<file path="config.mk">
export PLATFORM = sky130hd
export DESIGN_NAME = alu_muldiv_seq_flat
export DESIGN_NICKNAME = d
export VERILOG_FILES = /design/src/rtl/alu_muldiv_seq_if.sv /design/src/rtl/alu_muldiv_seq.sv /design/src/flat_wrapper.sv
export SDC_FILE = /design/constraint.sdc
export NUM_CORES = 1
export LEC_CHECK = 0
export CAP_MARGIN = 10
export CORE_MARGIN = 2
export CORE_UTILIZATION = 60
export DETAILED_ROUTE_END_ITERATION = 16
export PLACE_DENSITY_LB_ADDON = 0.08
export SETUP_SLACK_MARGIN = 0.05
export SLEW_MARGIN = 30
export SYNTH_ARGS = -nofsm -noshare
export SYNTH_HDL_FRONTEND = slang
export SYNTH_SLANG_ARGS = --single-unit
</file>
<file path="constraint.sdc">
create_clock -name i_clk -period 3.35 [get_ports i_clk]
set_clock_uncertainty 0.2 [all_clocks]
set_input_delay 0.335 -clock i_clk [delete_from_list [all_inputs] [get_ports i_clk]]
set_output_delay 0.335 -clock i_clk [all_outputs]
set_load 0.05 [all_outputs]
</file>
<file path="src/rtl/alu_muldiv_seq_if.sv">
// rtl/alu_muldiv_seq_if.sv - issue/result bundle between the execute stage and the mul/div unit
interface alu_muldiv_seq_if #(
  parameter int WIDTH = 16
);
  logic [WIDTH-1:0] i_a;
  logic [WIDTH-1:0] i_b;
  logic [1:0]       i_op;
  logic             i_signed;
  logic             i_submit;
  logic             i_flush;
  logic             o_busy;
  logic             o_valid;
  logic [WIDTH-1:0] o_d;
  logic             o_dbz;

  modport master (
    output i_a, i_b, i_op, i_signed, i_submit, i_flush,
    input  o_busy, o_valid, o_d, o_dbz
  );

  modport slave (
    input  i_a, i_b, i_op, i_signed, i_submit, i_flush,
    output o_busy, o_valid, o_d, o_dbz
  );
endinterface

</file>
<file path="src/rtl/alu_muldiv_seq.sv">
// rtl/alu_muldiv_seq.sv - iterative signed/unsigned MUL/MULH/DIV/MOD, fixed WIDTH+2 cycle latency
module alu_muldiv_seq #(
  parameter int WIDTH = 16
) (
  input logic             i_clk,
  input logic             i_rst,
  alu_muldiv_seq_if.slave bus
);
  localparam int CW = (WIDTH > 1) ? $clog2(WIDTH) : 1;

  typedef enum logic [1:0] {IDLE, CALC, FIX} state_t;

  state_t             state_q, state_d;
  logic [CW-1:0]      cnt_q, cnt_d;
  logic [2*WIDTH-1:0] acc_q, acc_d;
  logic [WIDTH-1:0]   opnd_q, opnd_d;
  logic [1:0]         op_q, op_d;
  logic               neg_q, neg_d;
  logic               dbz_q, dbz_d;
  logic [WIDTH-1:0]   o_d_q, o_d_d;
  logic               o_dbz_q, o_dbz_d;
  logic               o_valid_q, o_valid_d;

  logic               sa, sb;
  logic [WIDTH-1:0]   a_abs, b_abs;
  logic [WIDTH:0]     mul_sum;
  logic [WIDTH:0]     div_sh, div_sub;
  logic [2*WIDTH-1:0] mul_next, div_next;
  logic [2*WIDTH-1:0] prod_fix;
  logic [WIDTH-1:0]   quo_fix, rem_fix;

  always_comb begin
    sa    = bus.i_signed & bus.i_a[WIDTH-1];
    sb    = bus.i_signed & bus.i_b[WIDTH-1];
    a_abs = sa ? -bus.i_a : bus.i_a;
    b_abs = sb ? -bus.i_b : bus.i_b;

    // Multiply: acc = {partial high, remaining multiplier}, shifted right each step.
    mul_sum  = {1'b0, acc_q[2*WIDTH-1:WIDTH]} + (acc_q[0] ? {1'b0, opnd_q} : {(WIDTH+1){1'b0}});
    mul_next = {mul_sum, acc_q[WIDTH-1:1]};

    // Divide: acc = {partial remainder, dividend bits still to consume / quotient bits}.
    div_sh   = {acc_q[2*WIDTH-1:WIDTH], acc_q[WIDTH-1]};
    div_sub  = div_sh - {1'b0, opnd_q};
    if (div_sh >= {1'b0, opnd_q}) begin
      div_next = {div_sub[WIDTH-1:0], acc_q[WIDTH-2:0], 1'b1};
    end else begin
      div_next = {div_sh[WIDTH-1:0], acc_q[WIDTH-2:0], 1'b0};
    end

    prod_fix = neg_q ? -acc_q : acc_q;
    quo_fix  = neg_q ? -acc_q[WIDTH-1:0] : acc_q[WIDTH-1:0];
    rem_fix  = neg_q ? -acc_q[2*WIDTH-1:WIDTH] : acc_q[2*WIDTH-1:WIDTH];
  end

  always_comb begin
    state_d   = state_q;
    cnt_d     = cnt_q;
    acc_d     = acc_q;
    opnd_d    = opnd_q;
    op_d      = op_q;
    neg_d     = neg_q;
    dbz_d     = dbz_q;
    o_d_d     = o_d_q;
    o_dbz_d   = o_dbz_q;
    o_valid_d = 1'b0;

    case (state_q)
      IDLE: begin
        if (bus.i_submit && !bus.i_flush) begin
          state_d = CALC;
          cnt_d   = '0;
          op_d    = bus.i_op;
          neg_d   = (bus.i_op == 2'b11) ? sa : (sa ^ sb);
          dbz_d   = bus.i_op[1] && (bus.i_b == '0);
          if (bus.i_op[1]) begin
            opnd_d = b_abs;
            acc_d  = {{WIDTH{1'b0}}, a_abs};
          end else begin
            opnd_d = a_abs;
            acc_d  = {{WIDTH{1'b0}}, b_abs};
          end
        end
      end
      CALC: begin
        if (bus.i_flush) begin
          state_d = IDLE;
        end else begin
          acc_d = op_q[1] ? div_next : mul_next;
          if (cnt_q == CW'(WIDTH-1)) begin
            state_d = FIX;
          end else begin
            cnt_d = cnt_q + 1'b1;
          end
        end
      end
      FIX: begin
        state_d = IDLE;
        if (!bus.i_flush) begin
          o_valid_d = 1'b1;
          o_dbz_d   = dbz_q;
          case (op_q)
            2'b00:   o_d_d = prod_fix[WIDTH-1:0];
            2'b01:   o_d_d = prod_fix[2*WIDTH-1:WIDTH];
            2'b10:   o_d_d = dbz_q ? {WIDTH{1'b1}} : quo_fix;
            default: o_d_d = rem_fix;
          endcase
        end
      end
      default: state_d = IDLE;
    endcase
  end

  always_ff @(posedge i_clk) begin
    if (i_rst) begin
      state_q   <= IDLE;
      cnt_q     <= '0;
      acc_q     <= '0;
      opnd_q    <= '0;
      op_q      <= '0;
      neg_q     <= 1'b0;
      dbz_q     <= 1'b0;
      o_d_q     <= '0;
      o_dbz_q   <= 1'b0;
      o_valid_q <= 1'b0;
    end else begin
      state_q   <= state_d;
      cnt_q     <= cnt_d;
      acc_q     <= acc_d;
      opnd_q    <= opnd_d;
      op_q      <= op_d;
      neg_q     <= neg_d;
      dbz_q     <= dbz_d;
      o_d_q     <= o_d_d;
      o_dbz_q   <= o_dbz_d;
      o_valid_q <= o_valid_d;
    end
  end

  assign bus.o_busy  = (bus.i_submit && (state_q == IDLE)) || (state_q != IDLE);
  assign bus.o_valid = o_valid_q;
  assign bus.o_d     = o_d_q;
  assign bus.o_dbz   = o_dbz_q;
endmodule

</file>
<file path="src/flat_wrapper.sv">
// flat-port wrapper written by rule: the top's interface ports become plain ports
module alu_muldiv_seq_flat 
#(
  parameter int WIDTH = 16
)
  (i_clk, i_rst, bus_i_a, bus_i_b, bus_i_op, bus_i_signed, bus_i_submit, bus_i_flush, bus_o_busy, bus_o_valid, bus_o_d, bus_o_dbz);
  alu_muldiv_seq_if #(.WIDTH(WIDTH)) bus_i ();
  input logic i_clk;
  input logic i_rst;
  input wire logic [$bits(bus_i.i_a)-1:0] bus_i_a;
  input wire logic [$bits(bus_i.i_b)-1:0] bus_i_b;
  input wire logic [$bits(bus_i.i_op)-1:0] bus_i_op;
  input wire logic [$bits(bus_i.i_signed)-1:0] bus_i_signed;
  input wire logic [$bits(bus_i.i_submit)-1:0] bus_i_submit;
  input wire logic [$bits(bus_i.i_flush)-1:0] bus_i_flush;
  output wire logic [$bits(bus_i.o_busy)-1:0] bus_o_busy;
  output wire logic [$bits(bus_i.o_valid)-1:0] bus_o_valid;
  output wire logic [$bits(bus_i.o_d)-1:0] bus_o_d;
  output wire logic [$bits(bus_i.o_dbz)-1:0] bus_o_dbz;
  assign bus_i.i_a = bus_i_a;
  assign bus_i.i_b = bus_i_b;
  assign bus_i.i_op = bus_i_op;
  assign bus_i.i_signed = bus_i_signed;
  assign bus_i.i_submit = bus_i_submit;
  assign bus_i.i_flush = bus_i_flush;
  assign bus_o_busy = bus_i.o_busy;
  assign bus_o_valid = bus_i.o_valid;
  assign bus_o_d = bus_i.o_d;
  assign bus_o_dbz = bus_i.o_dbz;
  alu_muldiv_seq #(.WIDTH(WIDTH)) u_core (.i_clk(i_clk), .i_rst(i_rst), .bus(bus_i));
endmodule
</file>
Word-level counts from Yosys, hierarchy flattened --
Index checks and enable logic that the tools add are counted. W data, S select, Z words.
Storage, ports and cells: logic and storage cells 75, bits of input ports 39, register bits 76, output and inout port bits 19
Operators by class: reduce and logical (&&, ||, !) cells 16, muxes and demuxes 25, bitwise logic cells 5, eq/ne operators 10, $add $sub $neg 8, order comparisons 1
Operators with widths (count):
- $mux W32 | 5
- $mux W16 | 8
- $neg A16 Y16 | 4
- $pmux W32 S2 | 1
- $pmux W16 S3 | 1
- $neg A32 Y32 | 1
- $add A16 B16 Y17 | 1
- $ge A17 B16 Y1 | 1
- $logic_not A16 Y1 | 1
- $sub A16 B16 Y16 | 1
- $mux W4 | 3
- $pmux W4 S2 | 1
- $eq A2 B2 Y1 const B | 3
- $mux W2 | 3
- $reduce_and A2 Y1 | 3
- $add A4 B1 Y4 const B | 1
- $eq A2 B1 Y1 const B | 2
- $eq A4 B4 Y1 const B | 1
- $logic_not A2 Y1 | 2
- $ne A2 B2 Y1 const B | 2
- $pmux W2 S2 | 1
- $reduce_and A4 Y1 | 1
- $reduce_bool A2 Y1 | 2
- $logic_and A1 B1 Y1 | 3
- other kinds (10) | 13

Longest topological paths before layout --
depth after elaboration 5, mapped depth 12, mapped depth without buffers 12

Worst setup path before layout --
No wires, ideal clock.
kind reg2reg, from reg u_core.acc_q[19], to reg u_core.acc_q[17], arrival 2.608 ns, setup time 0.128 ns, stages on the path, launching flop included 10, required time 3.022 ns, clock period less this slack 2.936 ns, path buffers 1, slack 0.414 ns, cell sequence dfxtp_1 ha_1 a2111oi_0 inv_1 o21ai_0 a31oi_1 o32ai_2 buf_2 mux2i_1 o21ai_0
On the way: word-level cells in the longest chain between the ends 5
RTL lines:
- start: declaration | line alu_muldiv_seq.sv:15 | logic [2*WIDTH-1:0] acc_q, acc_d;
- start signal: assignment | line alu_muldiv_seq.sv:118 | acc_q <= '0;
- start signal: assignment | line alu_muldiv_seq.sv:129 | acc_q <= acc_d;
- $ge A17 B16 Y1 | line alu_muldiv_seq.sv:45 | if (div_sh >= {1'b0, opnd_q}) begin
- $mux W32 | line alu_muldiv_seq.sv:45
- $mux W32 | line alu_muldiv_seq.sv:89 | acc_d = op_q[1] ? div_next : mul_next;
- $mux W32 | line alu_muldiv_seq.sv:86 | if (bus.i_flush) begin
- $pmux W32 S2 | line alu_muldiv_seq.sv:68 | case (state_q)
No other way between the ends. The select of a mux whose other input is x is not followed. A chain may end at the register's enable or synchronous reset.

Worst setup path after layout --
from reg u_core.acc_q[0], to reg u_core.acc_q[30]
On the way: word-level cells in the longest chain between the ends 5
RTL lines:
- $mux W16 | line alu_muldiv_seq.sv:39 | mul_sum = {1'b0, acc_q[2*WIDTH-1:WIDTH]} + (acc_q[0] ? {1'b0, opnd_q} : {(WIDTH+1){1'b0}});
- $add A16 B16 Y17 | line alu_muldiv_seq.sv:39
- $mux W32 | line alu_muldiv_seq.sv:89
- $mux W32 | line alu_muldiv_seq.sv:86
- $pmux W32 S2 | line alu_muldiv_seq.sv:68
No other way between the ends. The select of a mux whose other input is x is not followed.

==> results.sh <==
export IMPL_status="finished, final reports clean"
export IMPL_num_vias=6982
export IMPL_relSlewSlack_pct=39.9
export IMPL_first_global_vias=6524
export IMPL_synth_top_area_share_pct=22.9
export IMPL_powerDensity_nw_per_um2=316
export IMPL_hold_viol=0
export IMPL_rsz0062_at_grt="true"
export IMPL_peakVddDrop_mv=0.286
export IMPL_hold_path_startpoint="i_rst"
export IMPL_drc_errors=0
export IMPL_syn2layout_area_growth_pct=15.3
export IMPL_drtIter0Drc=537
export IMPL_std_cell_rows=38
export IMPL_core_area_um2=10800
export IMPL_pre_cts_slack_ns=0.0729
export IMPL_clkTransAtPathRegs_ns=0.09
export IMPL_worstMarginPinSlew_ns=0.901
export IMPL_syn_inst=896
export IMPL_cts_htree_levels=3
export IMPL_regArea_um2=1520
export IMPL_clk_latency_ns=0.38
export IMPL_cts_resized=0
export IMPL_syn_avg_cell_area_um2=7.41
export IMPL_wirelength_mm=20.8
export IMPL_startpoint_type="flop"
export IMPL_setup_viol=0
export IMPL_cp_max_fo=12
export IMPL_cts_setup_buffers=0
export IMPL_cts_tree="yes"
export IMPL_drive_above_1_share_pct=8.02
export IMPL_drv_slew=0
export IMPL_r2r_start="u_core.acc_q[0]"
export IMPL_leakage_nw=3.05
export IMPL_dp_hpwl_mm=16.0
export IMPL_hold_path_class="primary input to flop"
export IMPL_period_needed_ns=3.20
export IMPL_crit_arrival_ns=3.25
export IMPL_grt_pass1_wl_mm=33.2
export IMPL_diodes=0
export IMPL_synth_edf_count=0
export IMPL_cts_sinks=76
export IMPL_start_util_pct=61.5
export IMPL_antenna_found_initial=0
export IMPL_cp_end_kind="flop"
export IMPL_io_pins=58
export IMPL_final_nets=1022
export IMPL_synth_seq_cells=76
export IMPL_wire_per_inst_um=19.1
export IMPL_numCtsBuffers=9
export IMPL_final_period_utilization_pct=95.5
export IMPL_startpoint="u_core.acc_q[0]"
export IMPL_ys_types=69
export IMPL_synthTopCellsByCount="nor2_1 (92), nand2_1 (85), a21oi_1 (84)"
export IMPL_grt_max_degree=34
export IMPL_grt_overflow_total=0
export IMPL_synth_area_leader_cell="dfxtp_1"
export IMPL_fin_ws_ns=0.152
export IMPL_synth_area_top_cells="dfxtp_1 (23%), ha_1 (7.0%), a21oi_1 (6.3%)"
export IMPL_final_util_pct=70.9
export IMPL_fp_dieArea_um2=11900
export IMPL_clockBufferDepth=2
export IMPL_cp_required_ns=3.40
export IMPL_hold_buffers=0
export IMPL_yosysSeqAreaShare_pct=22.9
export IMPL_multiInputGateArea_um2=4760
export IMPL_cap_violations=0
export IMPL_drt_first_pass_iters=5
export IMPL_timing_fmax_ghz=0.313
export IMPL_synth_nets=974
export IMPL_port_buffers=57
export IMPL_die_h_um=109
export IMPL_ant_nets=0
export IMPL_grt_use_total_pct=36.2
export IMPL_synth_async_sr_flop_share_pct=0
export IMPL_synth_ff_type="dfxtp_1"
export IMPL_p_total_mw=2.42
export IMPL_fillers=896
export IMPL_finalSetupTns_ns=0
export IMPL_cts_root_buf="clkbuf_8"
export IMPL_routabilityCongestion=0.933
export IMPL_viasPerCell=6.42
export IMPL_yosysWarnings=0
export IMPL_die_x_um=109
export IMPL_yosysMostFrequentCell="nor2_1"
export IMPL_syn_area_um2=6640
export IMPL_critical_path_class="flop to flop"
-- per-stage QoR --
stage | cells | hold WS (ns) | area (um^2)
after floorplan | 896 | 0.232 | 6640
after global placement | 1073 | 0.236 | 7430
after detailed placement | 1073 | 0.245 | 7430
after CTS | 1088 | 0.163 | 7630
after global routing | 1088 | 0.203 | 7650
final | 1088 | 0.178 | 7650
-- layout make-up --
cell class / instances / area share [%]
clock inverter: 5 / 0.801
clock buffer: 10 / 1.80
tap: 140 / 2.29
inverter: 41 / 2.01
timing repair buffer: 93 / 10.9
sequential: 76 / 19.9
multi-input combinational: 723 / 62.3
-- cells by family after synthesis --
family | synth area share [%]
AND/OR/NAND/NOR | 20.1
buffers and inverters | 5.64
XOR/XNOR | 10.3
AO/OA/AOI/OAI | 29.8
adder cells (fa/ha/maj) | 7.58
flip-flops | 22.9
multiplexers | 3.68
-- report_power, final --
group	internal [mW]	switching (mW)
registers	0.932	0.0435
clock network	0.363	0.380
logic	0.287	0.414
total	1.58	0.838
-- worst max-delay path: stages (launching register included) --
cell and delay, ns:
dfxtp_1 0.41, clkinv_1 0.20, buf_4 0.24, nor2_1 0.13
ha_1 0.32, a21oi_1 0.21, o21ai_0 0.17, a21oi_2 0.22
nor3b_1 0.07, a311o_1 0.31, o41ai_1 0.43, o211ai_1 0.14
-- metal layers --
layer  share of wire (%)  vias to the layer above  GRT usage, %  routed length (um)
li1                    -                     3347             -                   -
met1                  42                     3271          46.5                8730
met2                  46                      312          58.9                9590
met3                 7.9                       52          6.81                1640
met4                 3.8                        0          15.8                 787
met5                   0                        -             0                   0
-- layout by cell type, fill, tap and decap left out, types with 8 or more instances in the layout --
master,n
a21o_1,17
clkdlybuf4s50_1,56
o21a_1,9
a21oi_1,81
nor2_1,92
inv_1,40
nor4_1,8
nand3_1,9
dfxtp_1,76
o31ai_1,9
clkbuf_8,10
and2_1,9
xor2_1,46
ha_1,37
a211oi_1,18
nor2b_1,11
nor3_1,20
a31oi_1,10
mux2i_1,21
a221oi_1,12
o211ai_1,24
buf_4,36
xnor2_1,32
nand2_1,85
o21ai_0,63
-- worst paths after layout --
| check | slack (ns) | end | cells past startpoint |
|---|---|---|---|
| worst max-delay path | 0.15 | u_core.acc_q[30] | 11 |
| worst max register to register | 0.15 | u_core.acc_q[30] | 11 |
| worst min-delay path | 0.18 | u_core.opnd_q[1] | 2 |
| worst min register to register | 0.25 | u_core.opnd_q[12] | 2 |
-- flip-flops by register name, summed over array words and instances, names as in the netlist --
name and cells:
u_core.state_q 2, u_core.op_q 2, u_core.bus.o_d 16, u_core.opnd_q 16, u_core.dbz_q 1, u_core.cnt_q 4
u_core.acc_q 32, u_core.neg_q 1, u_core.bus.o_dbz 1, u_core.bus.o_valid 1
Power figures use the tool's default switching activity.
